### src/rtl/countdown_timer_pkg.sv
// Shared types and defaults for the core-clock countdown timer.
// Imported by the timer top level and its load-button debouncer.
package countdown_timer_pkg;

  localparam int DEFAULT_COUNT_WIDTH     = 32;
  localparam int DEFAULT_DEBOUNCE_CYCLES = 1_000_000;

  typedef enum logic [1:0] {
    IDLE     = 2'd0,
    ARMED    = 2'd1,
    COUNTING = 2'd2,
    EXPIRED  = 2'd3
  } TimerState;

  // The armed indicator covers both waiting-to-count and actively counting.
  function automatic logic isLiveState(input TimerState state);
    return (state == ARMED) || (state == COUNTING);
  endfunction

endpackage

### src/rtl/countdown_timer_button_debouncer.sv
// Debounces the active-low load push-button and emits a single clock_100mhz pulse per press.
// A level change is accepted only after DEBOUNCE_CYCLES consecutive synchronized samples agree.
module button_debouncer
  import countdown_timer_pkg::*;
#(
  parameter int DEBOUNCE_CYCLES = DEFAULT_DEBOUNCE_CYCLES
) (
  input  logic clock_100mhz,
  input  logic reset_button,
  input  logic button_n,
  output logic press_pulse
);

  localparam int CountWidth = $clog2(DEBOUNCE_CYCLES + 1);
  localparam logic [CountWidth-1:0] LastCount = CountWidth'(DEBOUNCE_CYCLES - 1);

  logic                  sync1_q;
  logic                  sync2_q;
  logic                  stableLevel_q;
  logic [CountWidth-1:0] stableCount_q;
  logic                  pressPulse_q;

  // The counter only runs while the synchronized level disagrees with the accepted level,
  // so any bounce back to the accepted level restarts the qualification window.
  always_ff @(posedge clock_100mhz or negedge reset_button) begin
    if (!reset_button) begin
      sync1_q       <= 1'b1;
      sync2_q       <= 1'b1;
      stableLevel_q <= 1'b1;
      stableCount_q <= '0;
      pressPulse_q  <= 1'b0;
    end else begin
      sync1_q      <= button_n;
      sync2_q      <= sync1_q;
      pressPulse_q <= 1'b0;
      if (sync2_q == stableLevel_q) begin
        stableCount_q <= '0;
      end else if (stableCount_q == LastCount) begin
        stableLevel_q <= sync2_q;
        stableCount_q <= '0;
        pressPulse_q  <= ~sync2_q;
      end else begin
        stableCount_q <= stableCount_q + CountWidth'(1);
      end
    end
  end

  assign press_pulse = pressPulse_q;

endmodule

### src/rtl/countdown_timer.sv
// Cycle-budget timer: counts core_clock rising edges in automatic mode and raises
// countdown_timed_up once the loaded budget is used, re-arming when manual mode is entered.
module countdown_timer
  import countdown_timer_pkg::*;
#(
  parameter int COUNT_WIDTH     = DEFAULT_COUNT_WIDTH,
  parameter int DEBOUNCE_CYCLES = DEFAULT_DEBOUNCE_CYCLES
) (
  input  logic                   clock_100mhz,
  input  logic                   reset_button,
  input  logic                   core_clock,
  input  logic                   countdown_reset,
  input  logic                   enable,
  input  logic                   load_button,
  input  logic [COUNT_WIDTH-1:0] load_value,
  output logic                   countdown_timed_up,
  output logic [COUNT_WIDTH-1:0] remaining,
  output logic                   armed
);

  TimerState              state_q, state_d;
  logic [COUNT_WIDTH-1:0] budget_q, budget_d;
  logic [COUNT_WIDTH-1:0] remaining_q, remaining_d;
  logic                   timedUp_q, timedUp_d;
  logic                   armed_q;
  logic                   coreClock_q;
  logic                   coreEdge;
  logic                   loadPulse;

  button_debouncer #(
    .DEBOUNCE_CYCLES(DEBOUNCE_CYCLES)
  ) loadDebouncer (
    .clock_100mhz(clock_100mhz),
    .reset_button(reset_button),
    .button_n    (load_button),
    .press_pulse (loadPulse)
  );

  assign coreEdge = core_clock & ~coreClock_q;

  // Priority is load pulse, then countdown_reset, then a core edge.
  always_comb begin
    state_d     = state_q;
    budget_d    = budget_q;
    remaining_d = remaining_q;
    timedUp_d   = timedUp_q;
    if (loadPulse) begin
      budget_d    = load_value;
      remaining_d = load_value;
      timedUp_d   = 1'b0;
      state_d     = (load_value == '0) ? IDLE : ARMED;
    end else begin
      unique case (state_q)
        IDLE: state_d = IDLE;
        ARMED: begin
          if (!countdown_reset && enable) begin
            state_d = COUNTING;
          end
        end
        COUNTING: begin
          if (countdown_reset) begin
            remaining_d = budget_q;
            state_d     = ARMED;
          end else if (coreEdge && enable && (remaining_q != '0)) begin
            remaining_d = remaining_q - COUNT_WIDTH'(1);
            if (remaining_q == COUNT_WIDTH'(1)) begin
              timedUp_d = 1'b1;
              state_d   = EXPIRED;
            end
          end
        end
        EXPIRED: begin
          if (countdown_reset) begin
            remaining_d = budget_q;
            timedUp_d   = 1'b0;
            state_d     = ARMED;
          end
        end
      endcase
    end
  end

  // All outputs come straight from flops so the controller sees glitch-free levels.
  always_ff @(posedge clock_100mhz or negedge reset_button) begin
    if (!reset_button) begin
      state_q     <= IDLE;
      budget_q    <= '0;
      remaining_q <= '0;
      timedUp_q   <= 1'b0;
      armed_q     <= 1'b0;
      coreClock_q <= 1'b0;
    end else begin
      state_q     <= state_d;
      budget_q    <= budget_d;
      remaining_q <= remaining_d;
      timedUp_q   <= timedUp_d;
      armed_q     <= isLiveState(state_d);
      coreClock_q <= core_clock;
    end
  end

  assign countdown_timed_up = timedUp_q;
  assign remaining          = remaining_q;
  assign armed              = armed_q;

endmodule

### config.mk
export PLATFORM = sky130hd
export DESIGN_NAME = countdown_timer
export DESIGN_NICKNAME = d
export VERILOG_FILES = /design/src/rtl/countdown_timer_pkg.sv /design/src/rtl/countdown_timer_button_debouncer.sv /design/src/rtl/countdown_timer.sv
export SDC_FILE = /design/constraint.sdc
export NUM_CORES = 1
export LEC_CHECK = 0
export CAP_MARGIN = 25
export CORE_MARGIN = 2
export CORE_UTILIZATION = 45
export CTS_BUF_LIST = sky130_fd_sc_hd__clkbuf_8
export CTS_CLUSTER_SIZE = 20
export DETAILED_ROUTE_END_ITERATION = 16
export PLACE_DENSITY_LB_ADDON = 0.1
export SYNTH_ARGS = -nofsm -noshare
export SYNTH_HDL_FRONTEND = slang
export SYNTH_HIERARCHICAL = 1
export SYNTH_SLANG_ARGS = --single-unit
### constraint.sdc
create_clock -name clock_100mhz -period 3.1 [get_ports clock_100mhz]
set_input_delay 0.62 -clock clock_100mhz [delete_from_list [all_inputs] [get_ports clock_100mhz]]
set_output_delay 0.62 -clock clock_100mhz [all_outputs]
set_load 0.01 [all_outputs]
# Word-level counts from Yosys, hierarchy flattened
# Cells that the tools add are included.
# Widths: inputs -> output; s select.
# classes
n_bitwise,4
addsub,2
eq_ne,13
mux,23
n_reduce_logical,12
# op_table
op,count
$mux 32,4
$pmux 32 s2,1
$mux 20,2
$eq 32x1->1 const B,1
$logic_not 32->1,1
$reduce_bool 32->1,1
$sub 32x1->32 const B,1
$add 20x1->20 const B,1
$eq 20x20->1 const B,1
$mux 2,6
$ne 3x2->1 const B,4
$mux 1,8
$pmux 2 s4,1
$eq 2x2->1 const B,3
$reduce_and 5->1,1
$eq 2x1->1 const B,2
$ne 4x3->1 const B,1
$logic_and 1x1->1,3
$not 1->1,3
$reduce_and 3->1,1
$reduce_bool 3->1,1
$logic_not 2->1,1
$pmux 1 s2,1
$reduce_and 2->1,1
other kinds (4),4
# word_totals
elab_cells,65
inputBits,38
out_inout_bits,34
reg_bits,93

# Longest topological paths before layout
# Gate-level depths: netlist of run 1.
# depth
depth_word,10
mapped_depth,8
depth_no_buf,7

# Cells and area by module
# The synthesis of run 1 kept the hierarchy.
# modules_own_cells
module,cells_each,seq_area_each_um2,n_inst,area_each_um2
countdown_timer,449,1726.7,1,4146.5
button_debouncer,116,604.3,1,1139.8

# Worst setup path before layout of run 1
# Ideal clock, no wire load.
# synth_path
path_type,reg-to-reg
startpoint,"reg remaining_q[14], in the netlist remaining[14]"
endpoint,"reg remaining_q[31], in the netlist remaining[31]"
stages_incl_launch_ff,7
period_less_slack_ns,2.398
setup_time_ns,0.144
path_buffers,1
t_arrival_ns,2.253
required_ns,2.956
setup_slack_ns,0.702
path_cell_list,dfrtp_1 -> or4_4 -> or3_4 -> or4_4 -> buf_6 -> a21oi_2 -> a211oi_2
# synth_via
elab_chain_cells,5
word_cells_on_any_way,9
cone_classes,1 x add/sub; 1 x eq/ne; 4 x mux; 3 x reduce/logical
# synth_lines
element,line,source
start: declaration,countdown_timer.sv:23,"logic [COUNT_WIDTH-1:0] remaining_q, remaining_d;"
start signal: assignment,countdown_timer.sv:95,remaining_q <= remaining_d;
$sub 32x1->32,countdown_timer.sv:65,remaining_d = remaining_q - COUNT_WIDTH'(1);
$mux 32,countdown_timer.sv:64,end else if (coreEdge && enable && (remaining_q != '0)) begin
$mux 32,countdown_timer.sv:61,if (countdown_reset) begin
$pmux 32 s2,countdown_timer.sv:53,unique case (state_q)
$mux 32,countdown_timer.sv:47,if (loadPulse) begin
# Several ways; a longest one is shown, not always the timed one. The select of a mux whose other input is x is not followed.
# A chain may end at the register's enable or synchronous reset.

# Final worst setup path of run 1
# layout_path
startpoint,"reg remaining_q[0], in the netlist remaining[0]"
endpoint,"reg remaining_q[18], in the netlist remaining[18]"
# The elaborated chain is that of the path after synthesis.

==> results of run 1 <==
metrics by stage:
stage	power [mW]	utilization (%)	hold WS [ps]	cell area (um^2)
2_1_floorplan	1.30	-	324	5290
3_3_place_gp	1.40	54.1	346	6180
3_5_place_dp	1.41	54.1	350	6180
4_1_cts	2.20	55.7	296	6360
5_1_grt	2.27	55.7	322	6360
6_report	2.18	55.7	280	6360
cells in the final DEF (no fill, tap or decap), types with 8 or more instances in the layout:
cell type / instances
a31oi_1: 12
nor3_1: 18
a211oi_1: 10
nand3_1: 12
o31ai_1: 14
o21ai_0: 36
clkdlybuf4s50_1: 70
nor4_1: 19
o21ai_1: 8
nand4_1: 14
xnor2_1: 9
dfrtp_1: 89
or4_1: 8
a21o_1: 8
inv_1: 31
buf_4: 18
and2_1: 8
nand2_1: 38
mux2_2: 24
nor2_1: 39
clkbuf_8: 10
a21oi_1: 29
logic make-up after synthesis:
| group | after synthesis | share of synthesized area (%) |
|---|---|---|
| AND/OR/NAND/NOR | 194 | 20.5 |
| AO/OA/AOI/OAI | 172 | 21.9 |
| adder cells (fa/ha/maj) | 4 | 0.947 |
| buffers and inverters | 63 | 4.95 |
| XOR/XNOR | 14 | 2.32 |
| flip-flops | 93 | 44.1 |
| multiplexers | 25 | 5.30 |
state kept, by name, summed over array words and instances, names as in the netlist:
register,flops
budget_q,32
remaining,32
loadDebouncer/stableCount_q,20
state_q,2
armed,1
coreClock_q,1
countdown_timed_up,1
loadDebouncer/press_pulse,1
loadDebouncer/stableLevel_q,1
loadDebouncer/sync1_q,1
loadDebouncer/sync2_q,1
per-layer routing:
| metal | wire (um) | vias up |
|---|---|---|
| met1 | 7180 | 2380 |
| met4 | 371 | 0 |
| met5 | 0 | - |
| met3 | 1160 | 31 |
| met2 | 6440 | 203 |
| li1 | - | 2258 |
worst max path at each step:
| stage | to | slack, ps | cells after the start |
|---|---|---|---|
| after floorplan | remaining[31]$_DFFE_PN0P_ | 700 | 6 |
| after global placement | remaining[25]$_DFFE_PN0P_ | 430 | 7 |
| after detailed placement | remaining[18]$_DFFE_PN0P_ | 410 | 6 |
| after CTS | remaining[23]$_DFFE_PN0P_ | 520 | 5 |
| after global routing | remaining[18]$_DFFE_PN0P_ | 340 | 7 |
| final | remaining[18]$_DFFE_PN0P_ | 460 | 7 |
where the power goes:
| part | internal [mW] | switching (mW) | leakage, nW |
|---|---|---|---|
| Combinational | 0.0678 | 0.0888 | 1.36 |
| Sequential | 1.22 | 0.00647 | 1.22 |
| Clock | 0.379 | 0.416 | 0.101 |
| Total | 1.67 | 0.511 | 2.68 |
worst max-delay path: cells and delay by family (launching register included):
kind / cells / cell delay (ps)
DFF: 1 / 470
AOI/OAI and AO/OA: 2 / 450
buffers and inverters: 1 / 160
adders and majority gates: 1 / 300
and+or+nand+nor: 3 / 1180
synth_stat cells, types with 3 or more instances:
| cell | number | area [um^2] |
|---|---|---|
| nand4_1 | 14 | 87.6 |
| a222oi_1 | 3 | 30.0 |
| o21a_1 | 5 | 37.5 |
| and2_1 | 8 | 50.1 |
| or3_2 | 3 | 22.5 |
| nand2_1 | 38 | 143 |
| a221oi_1 | 3 | 26.3 |
| or2_2 | 3 | 18.8 |
| nor3_1 | 18 | 90.1 |
| o22a_1 | 4 | 35.0 |
| a21oi_1 | 31 | 155 |
| a211oi_1 | 10 | 75.1 |
| mux2_2 | 24 | 270 |
| o32a_1 | 6 | 60.1 |
| dfstp_2 | 3 | 78.8 |
| o21ai_1 | 7 | 35.0 |
| and3_1 | 5 | 31.3 |
| xnor2_1 | 9 | 78.8 |
| nor4_1 | 19 | 119 |
| o31ai_1 | 14 | 105 |
| nor4bb_1 | 3 | 30.0 |
| a21o_1 | 8 | 60.1 |
| buf_1 | 5 | 18.8 |
| o21ai_0 | 37 | 185 |
| dfrtp_1 | 90 | 2250 |
| clkbuf_1 | 23 | 86.3 |
| o211ai_1 | 4 | 30.0 |
| a31oi_1 | 12 | 75.1 |
| inv_1 | 29 | 109 |
| or4_4 | 3 | 33.8 |
| or3_1 | 3 | 18.8 |
| nand3_1 | 12 | 60.1 |
| o2bb2ai_1 | 3 | 26.3 |
| ha_1 | 4 | 50.1 |
| or4_1 | 8 | 60.1 |
| nand2b_1 | 3 | 18.8 |
| nor2_1 | 39 | 146 |
| xor2_1 | 5 | 43.8 |
final cells by class:
cell class                 instances  area, um^2
multi-input combinational        409        2700
fill                            1051        5060
inverter                          29         109
clock buffer                      10         138
sequential                        93        2330
clock inverter                     4        42.5
timing repair buffer              89         856
tap                              143         179
==> results.yml, run 1 <==
run_status:
  status: "complete, no violations"
timing:
  finalCritPeriodShare_pct: 85.2
  slew_headroom_pct: 33.9
  min_period_ps: 2640
  rsz0062_at_grt: "no"
  max_freq_mhz: 379
  setup_ws_ps: 458
  setup_violations: 0
  hold_violations: 0
  slew_viol_final: 0
  worstMarginPinSlew_ps: 991
  tns_ps: 0
  clock_skew_ps: 15.3
setup_path:
  end_kind: "register"
  cp_slowest_stage_delay_ps: 690
  r2r_end: "remaining[18]$_DFFE_PN0P_"
  crit_type: "reg2reg"
  critPathMaxFanout: 8
  rrSetupSlack_ps: 460
  start_kind: "register"
  crit_start: "remaining[0]$_DFFE_PN0P_"
  critical_path.cell_chain: "inv_1, ha_1, nand2b_1, or4_1, nor3_1, a31oi_1, o32a_1"
  worst-endpoint-required_ps: 3370
  r2r-start: "remaining[0]$_DFFE_PN0P_"
  ff2ff_path_depth: 7
  critical-path-slowest-cell: "or4_1"
  arrival_ps: 2910
die:
  dieArea_um2: 12600
  io_pins: 72
  start_util_pct: 46.3
  die_w_um: 112
  rows: 39
  die_h_um: 112
  core_area_um2: 11400
clock_tree:
  htreeDepth: 3
  cts_setup_buffers: 0
  cts-root-buf: "clkbuf_8"
  clkLatencyLatePin_ps: 380
  cts_buffers: 9
  holdBufCountCts: 0
  ctsResizeCount: 0
  cts.sinks: 93
  cts_tree: "built"
  clkSlewWorstSetupHoldPaths_ps: 90
  cts.path.max_buffers: 2
global_routing:
  grt_max_degree: 52
  grt_pass1_wl_mm: 24.9
  antenna_found_initial: 0
  grt_pass1_vias: 4762
  gr-total-overflow: 0
  use_met1_pct: 36.7
  use_met2_pct: 35.7
  grt_usage_pct: 24.9
  grt_util_met3_pct: 6.70
  grt_most_used_layer: "met1"
routing:
  dr.pass1.iters: 4
  viasPerCell: 6.27
  vias: 4872
  drcViolationCount: 0
  drt-initial-drc-count: 413
  wirelength_mm: 15.2
  drtAntennaViolNets: 0
  wl_per_cell_um: 19.5
hold_path:
  hold_class: "in2async"
job:
  drv_cap: 0
synthesis:
  ys_types: 73
  synthArstFlopShare_pct: 100
  ys_seq_area_share_pct: 44.1
  synthCells: 565
  yosys_warnings: 6
  synth_flop_cell: "dfrtp_1"
  synth_edf_count: 0
  avgSynthCellArea_um2: 9.36
  synth.ff_latch_count: 93
  syn-cell-area_um2: 5290
  synth_nets: 607
power:
  leakagePower_nw: 2.68
  power_density_nw_per_um2: 342
  vdd_drop_max_mv: 0.328
layout:
  drive_gt1_share_pct: 13.1
  antenna_cells: 0
  area_delta_synth_final_pct: 20.3
  fin_cells: 777
  fin_nets: 673
placement:
  dpl.cell_count: 763
  place_hpwl_mm: 10.7
  portBuffers: 71
  place_ws_ps: 405
  gp_congestion: 0.887
Note: power is estimated with default switching activity, not from simulation.
==> inputs of run 2 (changes only) <==
- GPL_ROUTABILITY_DRIVEN: unset -> 0
==> results of run 2 <==
Same layout as run 1: the final DEF is identical, and so are final timing and power.
